<file path="config.mk">
export PLATFORM = sky130hd
export DESIGN_NAME = countdown_timer
export DESIGN_NICKNAME = d
export VERILOG_FILES = /design/src/rtl/countdown_timer.sv
export SDC_FILE = /design/constraint.sdc
export NUM_CORES = 1
export LEC_CHECK = 0
export CAP_MARGIN = 40
export CORE_MARGIN = 5
export CORE_UTILIZATION = 39
export CTS_BUF_LIST = sky130_fd_sc_hd__clkbuf_16
export CTS_CLUSTER_SIZE = 40
export DETAILED_ROUTE_END_ITERATION = 10
export PLACE_DENSITY = 0.75
export SLEW_MARGIN = 20
export SYNTH_ARGS = -nofsm -noshare
export SYNTH_HDL_FRONTEND = slang
export SYNTH_SLANG_ARGS = --single-unit
</file>
<file path="constraint.sdc">
create_clock -name i_clk -period 2.2 [get_ports i_clk]
set_input_delay 0.66 -clock i_clk [delete_from_list [all_inputs] [get_ports i_clk]]
set_output_delay 0.66 -clock i_clk [all_outputs]
set_load 0.01 [all_outputs]
</file>
<file path="src/rtl/countdown_timer.sv">
// ---------------------------------------------------------------------------
// countdown_timer
//
// MM:SS countdown timer held as four BCD digits. A preset is loaded, clamped
// to a legal BCD time (max 99:59), and counted down by one second on each
// one-cycle-wide tick while running. Start / pause / resume are pulse
// controls. On the tick that reaches 00:00 the timer enters DONE and raises
// a single-cycle timeout pulse.
//
// Optional feature macro: COUNTDOWN_WARN_EN
//   defined   : o_warn is a registered low-time flag, high while RUN/PAUSE
//               and 00:00 < count <= 00:10.
//   undefined : o_warn is tied to 0 and no warn logic exists.
//
// Ports
//   i_clk                     system clock, all state changes on posedge
//   i_rst                     synchronous active-high reset
//   i_tick                    one-second enable, one cycle wide
//   i_load                    capture preset digits (IDLE / PAUSE / DONE)
//   i_start                   start or resume counting
//   i_pause                   suspend counting
//   i_preset_m1..i_preset_s0  preset digits, BCD (out-of-range values clamp)
//   o_dig_m1..o_dig_s0        remaining time, BCD, registered
//   o_state                   IDLE=0, RUN=1, PAUSE=2, DONE=3
//   o_timeout                 one-cycle pulse on the first DONE cycle
//   o_warn                    low-time warning (see macro above)
// ---------------------------------------------------------------------------
module countdown_timer (
    input  logic       i_clk,
    input  logic       i_rst,
    input  logic       i_tick,
    input  logic       i_load,
    input  logic       i_start,
    input  logic       i_pause,
    input  logic [3:0] i_preset_m1,
    input  logic [3:0] i_preset_m0,
    input  logic [3:0] i_preset_s1,
    input  logic [3:0] i_preset_s0,
    output logic [3:0] o_dig_m1,
    output logic [3:0] o_dig_m0,
    output logic [3:0] o_dig_s1,
    output logic [3:0] o_dig_s0,
    output logic [1:0] o_state,
    output logic       o_timeout,
    output logic       o_warn
);

    typedef enum logic [1:0] {
        StIdle  = 2'd0,
        StRun   = 2'd1,
        StPause = 2'd2,
        StDone  = 2'd3
    } state_e;

    state_e     r_state;
    state_e     w_state_next;

    logic [3:0] r_m1, r_m0, r_s1, r_s0;
    logic [3:0] w_m1_next, w_m0_next, w_s1_next, w_s0_next;
    logic       r_timeout;
    logic       w_timeout_next;

    // Clamped preset digits
    logic [3:0] w_ld_m1, w_ld_m0, w_ld_s1, w_ld_s0;

    // Decremented count and the borrow chain that produces it
    logic [3:0] w_dec_m1, w_dec_m0, w_dec_s1, w_dec_s0;
    logic       w_brw_s1, w_brw_m0, w_brw_m1;

    logic       w_count_zero;
    logic       w_count_one;
    logic       w_run_tick;
    logic       w_do_load;

    // ------------------------------------------------------------------
    // Preset clamp: tens-of-seconds saturates at 5, other digits at 9.
    // ------------------------------------------------------------------
    always_comb begin
        w_ld_m1 = (i_preset_m1 > 4'd9) ? 4'd9 : i_preset_m1;
        w_ld_m0 = (i_preset_m0 > 4'd9) ? 4'd9 : i_preset_m0;
        w_ld_s1 = (i_preset_s1 > 4'd5) ? 4'd5 : i_preset_s1;
        w_ld_s0 = (i_preset_s0 > 4'd9) ? 4'd9 : i_preset_s0;
    end

    // ------------------------------------------------------------------
    // BCD decrement by one second. m1 has no wrap: RUN is never entered
    // at 00:00, so a borrow out of m1 cannot occur.
    // ------------------------------------------------------------------
    always_comb begin
        w_brw_s1 = (r_s0 == 4'd0);
        w_dec_s0 = w_brw_s1 ? 4'd9 : (r_s0 - 4'd1);

        w_brw_m0 = w_brw_s1 && (r_s1 == 4'd0);
        w_dec_s1 = !w_brw_s1 ? r_s1 : ((r_s1 == 4'd0) ? 4'd5 : (r_s1 - 4'd1));

        w_brw_m1 = w_brw_m0 && (r_m0 == 4'd0);
        w_dec_m0 = !w_brw_m0 ? r_m0 : ((r_m0 == 4'd0) ? 4'd9 : (r_m0 - 4'd1));

        w_dec_m1 = w_brw_m1 ? (r_m1 - 4'd1) : r_m1;
    end

    always_comb begin
        w_count_zero = (r_m1 == 4'd0) && (r_m0 == 4'd0) && (r_s1 == 4'd0) && (r_s0 == 4'd0);
        w_count_one  = (r_m1 == 4'd0) && (r_m0 == 4'd0) && (r_s1 == 4'd0) && (r_s0 == 4'd1);
        w_run_tick   = (r_state == StRun) && i_tick;
        // Load is honoured everywhere except RUN.
        w_do_load    = i_load && (r_state != StRun);
    end

    // ------------------------------------------------------------------
    // FSM process 1: state register
    // ------------------------------------------------------------------
    always_ff @(posedge i_clk) begin
        if (i_rst) begin
            r_state <= StIdle;
        end else begin
            r_state <= w_state_next;
        end
    end

    // ------------------------------------------------------------------
    // FSM process 2: next-state logic
    // ------------------------------------------------------------------
    always_comb begin
        w_state_next = r_state;
        unique case (r_state)
            StIdle: begin
                // Load wins over start; start at 00:00 is ignored.
                if (!i_load && i_start && !w_count_zero) begin
                    w_state_next = StRun;
                end
            end
            StRun: begin
                // Expiry beats a simultaneous pause.
                if (i_tick && w_count_one) begin
                    w_state_next = StDone;
                end else if (i_pause) begin
                    w_state_next = StPause;
                end
            end
            StPause: begin
                if (i_load) begin
                    w_state_next = StIdle;
                end else if (i_start && !i_pause) begin
                    w_state_next = StRun;
                end
            end
            StDone: begin
                if (i_load) begin
                    w_state_next = StIdle;
                end
            end
            default: w_state_next = StIdle;
        endcase
    end

    // ------------------------------------------------------------------
    // FSM process 3: next values of the registered outputs
    // ------------------------------------------------------------------
    always_comb begin
        w_m1_next = r_m1;
        w_m0_next = r_m0;
        w_s1_next = r_s1;
        w_s0_next = r_s0;
        if (w_do_load) begin
            w_m1_next = w_ld_m1;
            w_m0_next = w_ld_m0;
            w_s1_next = w_ld_s1;
            w_s0_next = w_ld_s0;
        end else if (w_run_tick) begin
            w_m1_next = w_dec_m1;
            w_m0_next = w_dec_m0;
            w_s1_next = w_dec_s1;
            w_s0_next = w_dec_s0;
        end
        // Pulse only on entry into DONE, not while it persists.
        w_timeout_next = (w_state_next == StDone) && (r_state != StDone);
    end

    always_ff @(posedge i_clk) begin
        if (i_rst) begin
            r_m1      <= 4'd0;
            r_m0      <= 4'd0;
            r_s1      <= 4'd0;
            r_s0      <= 4'd0;
            r_timeout <= 1'b0;
        end else begin
            r_m1      <= w_m1_next;
            r_m0      <= w_m0_next;
            r_s1      <= w_s1_next;
            r_s0      <= w_s0_next;
            r_timeout <= w_timeout_next;
        end
    end

    // ------------------------------------------------------------------
    // Low-time warning
    // ------------------------------------------------------------------
`ifdef COUNTDOWN_WARN_EN
    logic w_next_low;
    logic w_warn_next;
    logic r_warn;

    // 00:01 .. 00:10 on the count that will be registered this edge.
    always_comb begin
        w_next_low  = (w_m1_next == 4'd0) && (w_m0_next == 4'd0) &&
                      (((w_s1_next == 4'd0) && (w_s0_next != 4'd0)) ||
                       ((w_s1_next == 4'd1) && (w_s0_next == 4'd0)));
        w_warn_next = ((w_state_next == StRun) || (w_state_next == StPause)) && w_next_low;
    end

    always_ff @(posedge i_clk) begin
        if (i_rst) begin
            r_warn <= 1'b0;
        end else begin
            r_warn <= w_warn_next;
        end
    end

    assign o_warn = r_warn;
`else
    assign o_warn = 1'b0;
`endif

    assign o_dig_m1  = r_m1;
    assign o_dig_m0  = r_m0;
    assign o_dig_s1  = r_s1;
    assign o_dig_s0  = r_s0;
    assign o_state   = r_state;
    assign o_timeout = r_timeout;

endmodule
</file>
# Word-level counts from Yosys, hierarchy flattened
# Cells that the tools add are included.
# word_totals
out_inout_bits	20
wordCells	74
register_bits	19
in_bits	22
# op_classes
n_lt_le_gt_ge	4
n_eq_ne	7
n_mux	25
addsub	4
reduce_logical	28
# ops
op	n
4-bit two-way mux	18
4-bit logical NOT	4
4-bit by 1-bit subtractor with 4-bit output, second input constant	4
1-bit logical AND	13
4-bit > comparator, second input constant	3
2-bit two-way mux	6
2-bit one-hot mux with 4 select lines	1
2-bit nonzero test	4
2-bit equality test, second input constant	3
2-bit AND reduction	3
4-bit by 1-bit equality test with 1-bit output, second input constant	1
4-bit by 3-bit > comparator with 1-bit output, second input constant	1
1-bit logical NOT	3
2-bit by 1-bit equality test with 1-bit output, second input constant	1
2-bit logical NOT	1
2-bit by 1-bit inequality test with 1-bit output, second input constant	1
2-bit inequality test, second input constant	1

# Longest topological paths before layout
# Gate-level depths: netlist of run 1.
# depth
depth_word	10
depth_mapped	6
depth_no_buf	6

# Worst setup path after synthesis of run 1
# OpenSTA, ideal clock, no wires.
# synth_path
kind	register to register
start	register r_s0[3] (netlist: o_dig_s0[3])
end	register r_m1[2] (netlist: o_dig_m1[2])
slack_ns	0.132
path_stages_with_launch	5
required_time_ns	2.109
path_buffers	0
arrival_ns	1.977
synth_period_minus_slack_ns	2.068
setup_ns	0.091
path_cell_list	dfxtp_1 > or4_4 > or4_4 > or3_1 > a311oi_1
# synth_between
elab_chain_cells	5
# synth_lines
element	line_no	source
start, declared	58	logic [3:0] r_m1, r_m0, r_s1, r_s0;
start signal, assigned	191	r_s0 <= w_s0_next;
4-bit logical NOT	90	w_brw_s1 = (r_s0 == 4'd0);
1-bit logical AND	93	w_brw_m0 = w_brw_s1 && (r_s1 == 4'd0);
1-bit logical AND	96	w_brw_m1 = w_brw_m0 && (r_m0 == 4'd0);
2-bit nonzero test (no line)	-	
2-bit AND reduction (no line)	-	
end signal, assigned	188	r_m1 <= w_m1_next;
end, declared	58	
# Every way passes these cells.
# A chain may end at the register's enable or synchronous reset.

# Worst setup path in the final report of run 1
# layout_path
start	register r_m0[0] (netlist: o_dig_m0[0])
end	register r_m1[2] (netlist: o_dig_m1[2])
# layout_between
elab_chain_cells	4
# layout_lines
element	line_no	source
start, declared	58	
start signal, assigned	189	r_m0 <= w_m0_next;
4-bit logical NOT	96	
1-bit logical AND	96	
2-bit nonzero test (no line)	-	
2-bit AND reduction (no line)	-	
# Every way passes these cells.

==> results of run 1 <==
-- sequential cells by signal (all words and copies together), names as in the netlist --
register,cells
o_dig_s1,4
o_timeout,1
o_dig_m1,4
o_dig_m0,4
o_state,2
o_dig_s0,4
-- layout by cell type (no fill, tap or decap), drive strengths merged, types with 4 or more instances in the layout --
master,synthesis,routed
a311oi,4,4
nand2,5,5
o21ai,5,5
buf,2,16
inv,6,7
nor2,16,16
nand4,4,4
a21oi,6,6
nor3,12,12
dfxtp,19,19
nor4,4,4
clkdlybuf4s50,0,39
or4,5,5
-- path summary, 6_finish.rpt --
path,slack (ns),start,cells past startpoint,endpoint
hold reg to reg,0.49,o_dig_s1[3],1,o_dig_s1[3]
setup / recovery,0.06,o_dig_m0[0],4,o_dig_m1[2]
setup reg to reg,0.06,o_dig_m0[0],4,o_dig_m1[2]
hold / removal,0.49,o_dig_s1[3],1,o_dig_s1[3]
-- kinds of logic (layout without fill, tap and decap cells) --
logic type                 count (synthesis)  in the layout  share of synthesized area, %
DFF                                       19             19                          34.0
other                                      1              1                         0.336
AOI/OAI and AO/OA                         33             33                          21.7
xor gates and xnor gates                   4              4                          3.14
buffers and inverters                     12             66                          4.37
muxes                                      3              3                          2.80
adders and majority gates                  1              1                          1.12
and+or+nand+nor                           65             65                          32.5
-- power by group through the flow --
stage                     clock network, mW  registers (mW)  logic (mW)
final                                 0.370           0.395       0.282
after global routing                  0.387           0.399       0.310
after CTS                             0.379           0.395       0.278
after detailed placement                  0           0.402       0.277
after global placement                    0           0.400       0.272
after floorplan                           0           0.416       0.114
-- stage by stage --
stage               instance area (um^2)  setup slack [ns]  std cells  total power, mW  hold slack, ns
floorplan                           1120             0.132        138            0.530           0.505
global placement                    1650            -0.241        219            0.673           0.487
detailed placement                  1650            -0.296        219            0.679           0.483
CTS                                 1730            0.0326        223             1.05           0.495
global route                        1740          -0.00368        223             1.10           0.515
finish                              1740            0.0572        223             1.05           0.494
-- worst reg2reg max path, delay by kind of cell (launching register included) --
family	cells	cell delay, ns
AND/OR/NAND/NOR	3	1.49
flip-flops	1	0.33
AO/OA/AOI/OAI	1	0.24
-- Yosys cell counts, types with 2 or more instances --
cell type,count
sky130_fd_sc_hd__nand4_1,4
sky130_fd_sc_hd__nor2b_1,3
sky130_fd_sc_hd__o2bb2ai_1,2
sky130_fd_sc_hd__or4_1,3
sky130_fd_sc_hd__xnor2_1,2
sky130_fd_sc_hd__nor4_1,4
sky130_fd_sc_hd__a311oi_1,4
sky130_fd_sc_hd__nand3_1,3
sky130_fd_sc_hd__nand2_1,5
sky130_fd_sc_hd__or3_1,2
sky130_fd_sc_hd__or4_4,2
sky130_fd_sc_hd__nor4b_1,2
sky130_fd_sc_hd__nand3b_1,2
sky130_fd_sc_hd__or2_2,2
sky130_fd_sc_hd__xor2_1,2
sky130_fd_sc_hd__a21oi_1,6
sky130_fd_sc_hd__inv_1,6
sky130_fd_sc_hd__mux2i_1,2
sky130_fd_sc_hd__a2111oi_0,3
sky130_fd_sc_hd__a211oi_1,3
sky130_fd_sc_hd__o21ai_0,5
sky130_fd_sc_hd__clkbuf_1,4
sky130_fd_sc_hd__nor2_1,16
sky130_fd_sc_hd__dfxtp_1,19
sky130_fd_sc_hd__nor3_1,12
-- cell type report --
| cell class | instances | area, um^2 |
|---|---|---|
| sequential | 19 | 380 |
| inverter | 6 | 22.5 |
| multi-input combinational | 107 | 701 |
| tap | 31 | 38.8 |
| clock inverter | 1 | 3.75 |
| fill | 239 | 1010 |
| timing repair buffer | 56 | 523 |
| clock buffer | 3 | 75.1 |
-- per-layer routing --
| layer | wire length, um | share of wire, % | vias up |
|---|---|---|---|
| met3 | 185 | 5.5 | 4 |
| met1 | 1460 | 44 | 590 |
| met5 | 0 | 0 | - |
| met2 | 1660 | 50 | 39 |
| met4 | 32 | 0.96 | 0 |
| li1 | - | - | 635 |
-- what timing repair did --
item                       4_1_cts  5_1_grt
pin swaps                        2        3
hold buffers                     0        0
gates resized for setup          0        3
setup endpoints to repair        1        6
==> flow_metrics.tcl, run 1 <==
set metrics [dict create \
    yosysWarnings 0 \
    max_cap_viol_count 0 \
    final.setup.tns_ns 0 \
    end_kind "register" \
    netSwitchingPower_mw 0.285 \
    synth_async_sr_flop_share_pct 0 \
    p_int_mw 0.762 \
    synth_largest_area_cell "sky130_fd_sc_hd__dfxtp_1" \
    critPathRequiredTime_ns 2.36 \
    overall_die_area_um2 4040 \
    worst_hold_path_type "register to register" \
    floorplan.die.height_um 63.5 \
    dr.pass1.iters 4 \
    finalHoldViolations 0 \
    grt_util_met3_pct 3.55 \
    status "complete, no violations" \
    yosys-top-cells-area "sky130_fd_sc_hd__dfxtp_1, sky130_fd_sc_hd__nor3_1, sky130_fd_sc_hd__nor2_1, sky130_fd_sc_hd__a311oi_1, sky130_fd_sc_hd__a21oi_1" \
    grt.met1_usage_pct 20.6 \
    proportion_of_total_power_due_to_net_switching_pct 27.2 \
    number_of_enable_type_register_cells_in_the_synthesized_netlist 0 \
    synth.distinct_cells 45 \
    hpwl_um 2630 \
    design.core.area_um2 2760 \
    area_share_of_the_largest_cell_type_after_synthesis_pct 34.0 \
    areaGrowthSynthToFinish_pct 56.1 \
    combinationalPowerShare_pct 26.9 \
    p_leak_nw 0.672 \
    synth.ff_latch_count 19 \
    grt_antenna_before_repair 0 \
    ant_nets 0 \
    worst_setup_path_type "register to register" \
    floorplan.initialDensity_pct 40.5 \
    route.detailed.wl_per_inst_um 15.0 \
    viasPerCell 5.69 \
    timing.final.crit_period_ns 2.14 \
    dr.first_iter.drc_count 35 \
    tritoncts.num_buffers 3 \
    report.final.setup_viol 0 \
    fin_nets 216 \
    timing.critical_path.buf_inv 0 \
    clock_power_share_pct 35.3 \
    timing.critical_path.slowest_stage_cell "sky130_fd_sc_hd__or4_1" \
    grt.total_usage_pct 16.5 \
    netlist_instances 138 \
    power.ir.vdd_worst_uv 423 \
    cells_along_the_critical_path "or4_1 > or4_4 > or3_1 > a311oi_1" \
    post_cts.repair.setup_buffers 0 \
    layout_worst_path_cycle_share_pct 97.4 \
    first_global_vias 1250 \
    worst_skew_pair.late_latency_ns 0.25 \
    numClockSinks 19 \
    htree_levels 1 \
    overflow 0 \
    critPathLaunchType "register" \
    x_dimension_of_the_die_um 63.5 \
    pwr_density_cell_nw_per_um2 600 \
    root_buffer "sky130_fd_sc_hd__clkbuf_16" \
    tritoncts "yes" \
    syn_area_per_cell_um2 8.10 \
    gp_routability_congestion 0.859 \
    cts.path.max_buffers 2 \
    skew_ns 0.00194 \
    final_core_util_pct 63.2 \
    grt_pass1_wl_um 5550 \
    seq_power_share_pct 37.7 \
    drive_gt1_share_pct 13.5 \
    timing.final.max_slew_violations 0 \
    antenna-diode-count 0 \
    io-pin-count 42 \
    clock.fmax_mhz 467 \
    grt_max_degree 14 \
    timing.critical_path.max_delay_family "simple AND/OR/NAND/NOR gates" \
    syn-num-nets 161 \
    port_buffers 40 \
    critical_path_peak_fanout 4 \
    synth_top_flop_cell "sky130_fd_sc_hd__dfxtp_1" \
    drc 0 \
    std_cell_rows 19 \
    biggest_cell_delay_along_the_critical_path_ns 0.60 \
    critPathArrivalTime_ns 2.30 \
    grt.busiest_layer "met2" \
    netlist_area_um2 1120 \
    global_route.usage.met2_pct 28.3 \
    synth.yosys.seq_area_share_pct 34.0 \
    worst_setup_hold_path_clk_slew_ns 0.05 \
    final_wirelength_um 3350 \
    vias 1268 \
]
(Power assumes the default switching activity.)
==> inputs of run 2 (changes only) <==
--- a/config.mk
+++ b/config.mk
@@ -5,7 +5,6 @@
 export SDC_FILE = /design/constraint.sdc
 export NUM_CORES = 1
 export LEC_CHECK = 0
-export CAP_MARGIN = 40
 export CORE_MARGIN = 5
 export CORE_UTILIZATION = 39
 export CTS_BUF_LIST = sky130_fd_sc_hd__clkbuf_16
==> constraint.sdc (replaced) <==
create_clock -name i_clk -period 1.8 [get_ports i_clk]
set_input_delay 0.54 -clock i_clk [delete_from_list [all_inputs] [get_ports i_clk]]
set_output_delay 0.54 -clock i_clk [all_outputs]
set_load 0.01 [all_outputs]
==> run 2 against run 1 <==
The flow now finishes with violations (setup timing). Die area did not move. Cell count increased by 12%. Global-route usage rose by 4.3 points. Clock skew up 0.00081 ns. Power up 37%. Utilization up 12 points. Critical path type unchanged.
==> flow_metrics.tcl, run 2 (synthesis results as in run 1) <==
set metrics [dict create \
    drive_gt1_share_pct 31.2 \
    totalPowerFinal_mw 1.43 \
    final_common_cell "sky130_fd_sc_hd__buf_4" \
    multi_input_comb_area_um2 796 \
    design_area_um2 2060 \
    final_worst_path_setup_slack_ns -0.285 \
    grt_max_degree 11 \
    fillerInstances 193 \
    floorplan.die.height_um 63.5 \
    htree_levels 1 \
    holdCritStartpoint "o_dig_m1[3]" \
    first_global_vias 1544 \
    x_dimension_of_the_die_um 63.5 \
    overall_die_area_um2 4040 \
    worst_hold_path_type "register to register" \
    root_buffer "sky130_fd_sc_hd__clkbuf_16" \
    placed_area_um2 1830 \
    violations "setup timing" \
    tritoncts "yes" \
    tritoncts.num_buffers 3 \
    dr.pass1.iters 4 \
    status "finished, violations left" \
    io-pin-count 42 \
    max_cap_viol_count 0 \
    clock.fmax_mhz 480 \
    worst_setup_hold_path_clk_slew_ns 0.06 \
    grt_antenna_before_repair 0 \
    design.core.area_um2 2760 \
    antenna-diode-count 0 \
    pwr_density_cell_nw_per_um2 693 \
    mostFrequentLayoutCells "sky130_fd_sc_hd__buf_4, sky130_fd_sc_hd__clkdlybuf4s50_1, sky130_fd_sc_hd__nor2_1" \
    floorplan.initialDensity_pct 40.5 \
    dr.first_iter.drc_count 98 \
    grt_pass1_wl_um 6710 \
    regToRegStartpoint "o_dig_s0[3]" \
    critPathRequiredTime_ns 1.97 \
    power.ir.vdd_worst_uv 632 \
    p_leak_nw 0.937 \
    end_kind "register" \
    port_buffers 40 \
    hpwl_um 2970 \
    vias 1506 \
    gp_routability_congestion 0.826 \
    critPathArrivalTime_ns 2.25 \
    ant_nets 0 \
    worst_skew_pair.late_latency_ns 0.26 \
    overflow 0 \
    timing.final.max_slew_violations 0 \
    instances_no_fill 249 \
    dpl_worst_slack_ns -0.566 \
    grt.total_usage_pct 20.8 \
    report.final.setup_viol 6 \
    critical_path_peak_fanout 4 \
    fin_hold_ws_ns 0.568 \
    fin_nets 242 \
    timing.critical_path.from "o_dig_s0[3]" \
    finalHoldViolations 0 \
    register_area_um2 394 \
    route.detailed.wl_per_inst_um 17.9 \
    layout_worst_path_cycle_share_pct 116 \
    cts.path.max_buffers 2 \
    placed_cells 239 \
    final.setup.tns_ns -1.22 \
    critPathLaunchType "register" \
    skew_ns 0.00276 \
    timing.final.crit_period_ns 2.09 \
    areaGrowthSynthToFinish_pct 84.5 \
    grt_setup_unrepaired "yes" \
    std_cell_rows 19 \
    final_core_util_pct 74.8 \
    final_wirelength_um 4450 \
    numClockSinks 19 \
    worst_setup_path_type "register to register" \
    viasPerCell 6.05 \
    drc 0 \
]
run 2: changes by cell type in the layout (fill, tap and decap cells not counted), moves of 3 or more:
cell                              before  now
sky130_fd_sc_hd__buf_4                16   38
sky130_fd_sc_hd__clkdlybuf4s50_1      39   26
sky130_fd_sc_hd__dlygate4sd2_1         0    9
sky130_fd_sc_hd__dfxtp_1              19   12
sky130_fd_sc_hd__dfxtp_2               0    5
sky130_fd_sc_hd__buf_6                 0    4
sky130_fd_sc_hd__dlymetal6s2s_1        1    5
sky130_fd_sc_hd__nor4_4                0    3
run 2: timing repair:
item | CTS | global route
setup buffers | 4 | 2
setup endpoints to repair | 18 | 18
gates resized for setup | 21 | 13
pin swaps | 8 | 8
endpoints found under the hold margin | 0 | 0
hold buffers | 0 | 0
run 2: final timing paths:
kind	end	slack [ns]	cells after the start
max	o_dig_m1[2]	-0.29	4
max reg2reg	o_dig_m1[2]	-0.29	4
min reg2reg	o_dig_m1[3]	0.57	2
min	o_dig_m1[3]	0.57	2
run 2: cell type report:
cell class              count  area share, %
well taps                  31           1.88
multi-input cells         107           38.6
clock buffers               3           3.64
clock inverters             1          0.182
flip-flops and latches     19           19.1
repair buffers             82           35.5
inverters                   6           1.09
run 2: power breakdown:
| part | switching [mW] | internal [mW] |
|---|---|---|
| clock network | 0.170 | 0.296 |
| logic | 0.230 | 0.257 |
| registers | 0.0248 | 0.451 |
run 2: per-layer routing:
layer  part of all wire, %  vias up  wire [um]  global-route usage, %
li1                      -      690          -                      -
met1                    37      709       1630                   21.2
met2                    53       86       2330                   37.7
met3                   7.5       21        332                   5.15
met4                   3.4        0        151                   12.2
met5                     0        -          0                      0
run 2: critical path, stage by stage (launching register included):
cell	delay, ns
sky130_fd_sc_hd__dfxtp_4	0.34
sky130_fd_sc_hd__or4_4	0.53
sky130_fd_sc_hd__or4_4	0.58
sky130_fd_sc_hd__or3_1	0.34
sky130_fd_sc_hd__a311oi_2	0.21
